## src/rtl/pll_ctrl.sv

```systemverilog
// PLL configuration and lock sequencer: loads dividers, sequences PLL reset, waits for lock, watches for loss of lock.
// Optional automatic lock retry on timeout is enabled by defining PLL_CTRL_AUTO_RETRY_EN.
module pll_ctrl #(
   parameter int REF_DIV_WIDTH = 4,
   parameter int FB_DIV_WIDTH  = 8,
   parameter int RST_CYCLES    = 16,
   parameter int LOCK_TIMEOUT  = 65536,
   parameter int LOL_FILTER    = 4,
   parameter int MAX_RETRY     = 3
) (
   input  logic                     clk_i,
   input  logic                     srst_i,
   input  logic                     cfg_valid_i,
   output logic                     cfg_ready_o,
   input  logic [REF_DIV_WIDTH-1:0] cfg_ref_div_i,
   input  logic [FB_DIV_WIDTH-1:0]  cfg_fb_div_i,
   output logic                     cfg_err_o,
   output logic                     pll_arst_no,
   output logic [REF_DIV_WIDTH-1:0] pll_ref_div_o,
   output logic [FB_DIV_WIDTH-1:0]  pll_fb_div_o,
   input  logic                     pll_locked_i,
   output logic                     ready_o,
   output logic                     busy_o,
   output logic                     fault_o,
   output logic                     lock_lost_o
);

   if (RST_CYCLES < 1 || LOCK_TIMEOUT < 2 || LOL_FILTER < 1 || MAX_RETRY < 0) begin : g_param_check
      $error("pll_ctrl: illegal parameter value");
   end

   // One counter serves the reset hold, the lock timer and the loss-of-lock filter.
   localparam int CNT_MAX = (LOCK_TIMEOUT > RST_CYCLES)
                          ? ((LOCK_TIMEOUT > LOL_FILTER) ? LOCK_TIMEOUT : LOL_FILTER)
                          : ((RST_CYCLES > LOL_FILTER) ? RST_CYCLES : LOL_FILTER);
   localparam int CNT_W   = $clog2(CNT_MAX);

   typedef enum logic [2:0] {
      ST_IDLE,
      ST_RESET,
      ST_WAIT_LOCK,
      ST_LOCKED,
      ST_FAULT
   } state_t;

   state_t                   state_reg, state_next;
   logic [CNT_W-1:0]         cnt_reg, cnt_next;
   logic [REF_DIV_WIDTH-1:0] ref_div_reg, ref_div_next;
   logic [FB_DIV_WIDTH-1:0]  fb_div_reg, fb_div_next;
   logic                     cfg_err_reg, cfg_err_next;
   logic                     lock_lost_reg, lock_lost_next;
   logic [1:0]               sync_reg;
   logic                     locked_sync;
   logic                     accept;
   logic                     cfg_bad;

`ifdef PLL_CTRL_AUTO_RETRY_EN
   localparam int RETRY_W = (MAX_RETRY < 1) ? 1 : $clog2(MAX_RETRY + 1);
   logic [RETRY_W-1:0] retry_reg, retry_next;
`endif

   assign locked_sync = sync_reg[1];
   assign cfg_ready_o = ~srst_i & ((state_reg == ST_IDLE) | (state_reg == ST_LOCKED) |
                                   (state_reg == ST_FAULT));
   assign accept      = cfg_valid_i & cfg_ready_o;
   assign cfg_bad     = (cfg_ref_div_i == '0) | (cfg_fb_div_i == '0);

   assign pll_arst_no   = (state_reg == ST_WAIT_LOCK) | (state_reg == ST_LOCKED);
   assign ready_o       = (state_reg == ST_LOCKED);
   assign busy_o        = (state_reg == ST_RESET) | (state_reg == ST_WAIT_LOCK);
   assign fault_o       = (state_reg == ST_FAULT);
   assign pll_ref_div_o = ref_div_reg;
   assign pll_fb_div_o  = fb_div_reg;
   assign cfg_err_o     = cfg_err_reg;
   assign lock_lost_o   = lock_lost_reg;

   always_ff @(posedge clk_i) begin
      if (srst_i) begin
         state_reg     <= ST_IDLE;
         cnt_reg       <= '0;
         ref_div_reg   <= '0;
         fb_div_reg    <= '0;
         cfg_err_reg   <= 1'b0;
         lock_lost_reg <= 1'b0;
         sync_reg      <= '0;
`ifdef PLL_CTRL_AUTO_RETRY_EN
         retry_reg     <= '0;
`endif
      end else begin
         state_reg     <= state_next;
         cnt_reg       <= cnt_next;
         ref_div_reg   <= ref_div_next;
         fb_div_reg    <= fb_div_next;
         cfg_err_reg   <= cfg_err_next;
         lock_lost_reg <= lock_lost_next;
         sync_reg      <= {sync_reg[0], pll_locked_i};
`ifdef PLL_CTRL_AUTO_RETRY_EN
         retry_reg     <= retry_next;
`endif
      end
   end

   always_comb begin
      state_next     = state_reg;
      cnt_next       = cnt_reg;
      ref_div_next   = ref_div_reg;
      fb_div_next    = fb_div_reg;
      cfg_err_next   = 1'b0;
      lock_lost_next = 1'b0;
`ifdef PLL_CTRL_AUTO_RETRY_EN
      retry_next     = retry_reg;
`endif

      case (state_reg)
         ST_RESET: begin
            if (cnt_reg == CNT_W'(RST_CYCLES - 1)) begin
               state_next = ST_WAIT_LOCK;
               cnt_next   = '0;
            end else begin
               cnt_next = cnt_reg + CNT_W'(1);
            end
         end
         ST_WAIT_LOCK: begin
            // Lock is checked first so it wins over a coincident timeout.
            if (locked_sync) begin
               state_next = ST_LOCKED;
               cnt_next   = '0;
            end else if (cnt_reg == CNT_W'(LOCK_TIMEOUT - 1)) begin
               cnt_next = '0;
`ifdef PLL_CTRL_AUTO_RETRY_EN
               if (retry_reg < RETRY_W'(MAX_RETRY)) begin
                  retry_next = retry_reg + RETRY_W'(1);
                  state_next = ST_RESET;
               end else begin
                  state_next = ST_FAULT;
               end
`else
               state_next = ST_FAULT;
`endif
            end else begin
               cnt_next = cnt_reg + CNT_W'(1);
            end
         end
         ST_LOCKED: begin
            if (locked_sync) begin
               cnt_next = '0;
            end else if (cnt_reg == CNT_W'(LOL_FILTER - 1)) begin
               state_next     = ST_RESET;
               cnt_next       = '0;
               lock_lost_next = 1'b1;
            end else begin
               cnt_next = cnt_reg + CNT_W'(1);
            end
         end
         default: ;
      endcase

      // A good config overrides whatever the state machine decided this cycle.
      if (accept) begin
         if (cfg_bad) begin
            cfg_err_next = 1'b1;
         end else begin
            state_next     = ST_RESET;
            cnt_next       = '0;
            ref_div_next   = cfg_ref_div_i;
            fb_div_next    = cfg_fb_div_i;
            lock_lost_next = 1'b0;
`ifdef PLL_CTRL_AUTO_RETRY_EN
            retry_next     = '0;
`endif
         end
      end
   end

endmodule

```

## config.mk

```make
export PLATFORM = sky130hd
export DESIGN_NAME = pll_ctrl
export DESIGN_NICKNAME = d
export VERILOG_FILES = /design/src/rtl/pll_ctrl.sv
export SDC_FILE = /design/constraint.sdc
export NUM_CORES = 1
export LEC_CHECK = 0
export ABC_AREA = 1
export BUFFER_PORTS_ARGS = -buffer_cell sky130_fd_sc_hd__buf_2
export CAP_MARGIN = 40
export CORE_MARGIN = 2
export CORE_UTILIZATION = 52
export CTS_CLUSTER_SIZE = 40
export DETAILED_ROUTE_END_ITERATION = 10
export PLACE_DENSITY = 0.87
export SLEW_MARGIN = 5
export SYNTH_ARGS = -nofsm -noshare
export SYNTH_HDL_FRONTEND = slang
export SYNTH_SLANG_ARGS = --single-unit
```

## constraint.sdc

```tcl
create_clock -name clk_i -period 2.29 [get_ports clk_i]
set_clock_uncertainty 0.15 [all_clocks]
set_input_delay 0.229 -clock clk_i [delete_from_list [all_inputs] [get_ports clk_i]]
set_output_delay 0.229 -clock clk_i [all_outputs]
set_load 0.02 [all_outputs]
```

==> out/results.ini <==
[floorplan]
dieArea_sq_um = 3990
num_rows = 21
io_pins = 35
die_x_um = 63.2
die_h_um = 63.2
core_area_sq_um = 3340
initial_core_util_pct = 54.6

[power_and_ir_drop]
ir_worst_vdd_uv = 381
leakagePower_nw = 1.04
p_per_area_nw_per_um2 = 616

[cells_and_area]
num_antenna_cells = 0
final_common_cell = nor2_1
fin_util_pct = 66.9
largest_reg_flops = 16
layout-drive-gt1-share_pct = 23.0
area.growth.synth_to_final_pct = 22.6
n_fill_cell = 287
final_cell_mix = nor2_1 (62), nand2_1 (52), dfxtp_1 (35)
final_nets = 338

[sta]
fin_setup_tns_ps = 0
tightest_slew_ps = 359
fmax_mhz = 496
relSlewSlack_pct = 76.1
report.final.setup_viol = 0
period_minus_slack_ps = 2020
final.period_utilization_pct = 88.1
hold_viol = 0
report.final.slew_viol_count = 0
rsz0062_at_grt = false

[setup_path]
critPathArrivalTime_ps = 2100
critPathKind = in2reg
path_cells = dlygate4sd3_1 > buf_2 > inv_1 > nand3_2 > nor2_4 > nor2_4 > nand2_4 > nor2_1
crit_family = buffers and inverters
startpoint_type = input pin
cp_slowest_cell = dlygate4sd3_1
end_kind = flop
max_stage_delay_ps = 530
crit_top_cell = nor2_4
rrSetupSlack_ps = 470
cp.required_ps = 2380
crit_fanout = 14
crit_buf_inv = 3

[synth]
synth-seq-cells = 35
synth.top_cell.area_share_pct = 38.5
syn_inst = 268
yosys.area.top_type = dfxtp_1
synth_top_family_by_area = simple AND/OR/NAND/NOR gates
synth_xor_area_share_pct = 2.41
synthMuxAreaShare_pct = 0
synth-simple-area-share_pct = 41.4
avgSynthCellArea_sq_um = 6.79
syn_area_sq_um = 1820
yosysWarnings = 0
yosys_most_used_dff = dfxtp_1
synth_fa_ha_area_share_pct = 0.687
synth-compound-area-share_pct = 7.90
synth_area_leaders = dfxtp_1 (38%), nor2_1 (13%), nand2_1 (11%)
ys_types = 30
synthArstFlopShare_pct = 0
synth_edf_count = 0
yosysSeqAreaShare_pct = 38.5
syn_nets = 285

[global_routing]
grt_pass1_wl_mm = 7.54
grt_usage_pct = 24.0
grt_overflow = 0
grt_max_degree = 15
antenna_found_initial = 0
grt_pass1_vias = 1702

[detailed_routing]
avgRoutedWirePerCell_um = 12.3
num_vias = 1873
remaining_drc_errors = 0
antenna_left = 0
drt_iter0_markers = 179
via_per_inst = 5.09
wl_mm = 4.52
dr.pass1.iters = 4

[clocking]
clock_path_buffers = 2
cts_resized = 0
htreeDepth = 2
post_cts_buffers = 0
clkLatencyLatePin_ps = 350
cts_buffers = 5
cts_hold_buffers = 16
clk_pin_slew_ps = 120
cts-root-buf = clkbuf_4
clock-sinks = 35
cts_tree = done

[placement]
dpl.hpwl_mm = 2.93
gp_congestion = 0.905
port_buffers = 34

[job]
max_cap_violations = 0

[run_status]
status = completed

[min_path]
hold_class = reg2reg

[worst register-to-register path: stages (launching register included)]
cell and delay, ps:
dfxtp_1 490, nand3_2 150, nand2_2 100, nand3_2 90
nor2_4 340, nor2_4 110, nand2_4 210, nor2_1 80
[through the flow]
stage          total power (W)  setup slack, ps  std cells  area [sq um]  hold WS [ps]
3_3_place_gp           0.00101              548        344          2010           243
3_5_place_dp           0.00101              511        344          2010           283
5_1_grt                0.00144              179        368          2230           323
6_report               0.00137              273        368          2230           301
2_1_floorplan         0.000930              704        268          1820           148
4_1_cts                0.00137              336        368          2230           301
[per-layer routing]
| layer | vias up | global-route usage [%] | part of all wire, % |
|---|---|---|---|
| met2 | 75 | 42.7 | 49 |
| li1 | 938 | - | - |
| met1 | 847 | 27.3 | 41 |
| met3 | 13 | 4.11 | 6.3 |
| met4 | 0 | 12.8 | 3.3 |
| met5 | - | 0 | 0 |
[path summary, 6_finish.rpt]
path,from,to,cells past startpoint
max,srst_i,cnt_reg[11]$_SDFF_PP0_,8
min,sync_reg[0]$_SDFF_PP0_,sync_reg[1]$_SDFF_PP0_,2
max reg2reg,state_reg[0]$_SDFF_PP0_,cnt_reg[11]$_SDFF_PP0_,7
min reg2reg,sync_reg[0]$_SDFF_PP0_,sync_reg[1]$_SDFF_PP0_,2
[final cells by class]
cell class | instances | area [sq um] | share of cell area (%)
Multi-Input combinational cell | 194 | 955 | 42.8
Sequential cell | 35 | 701 | 31.4
Timing Repair Buffer | 50 | 330 | 14.8
Inverter | 35 | 131 | 5.89
Tap cell | 46 | 57.6 | 2.58
Clock buffer | 5 | 37.5 | 1.68
Clock inverter | 3 | 20.0 | 0.897
[cell families after synthesis]
kind of cell             after synthesis
XOR/XNOR                               5
AO/OA/AOI/OAI                         26
AND/OR/NAND/NOR                      162
adder cells (fa/ha/maj)                1
flip-flops                            35
buffers and inverters                 39
[report_power, final]
group          switching [W]  total [W]  internal (W)
registers          0.0000267   0.000673      0.000646
logic               0.000245   0.000363      0.000118
clock network       0.000220   0.000338      0.000117
[synth_stat cells (2+ instances only)]
| cell type | count |
|---|---|
| nor2_1 | 62 |
| nor2_2 | 15 |
| a21oi_1 | 2 |
| nand4_1 | 3 |
| inv_2 | 4 |
| nor2_4 | 3 |
| nand3_1 | 15 |
| xor2_1 | 4 |
| buf_6 | 2 |
| nand2_4 | 3 |
| nand2_1 | 52 |
| dfxtp_1 | 35 |
| o21ai_0 | 18 |
| inv_1 | 31 |
| nand3_2 | 4 |
Note: power is estimated with default switching activity, not from simulation.
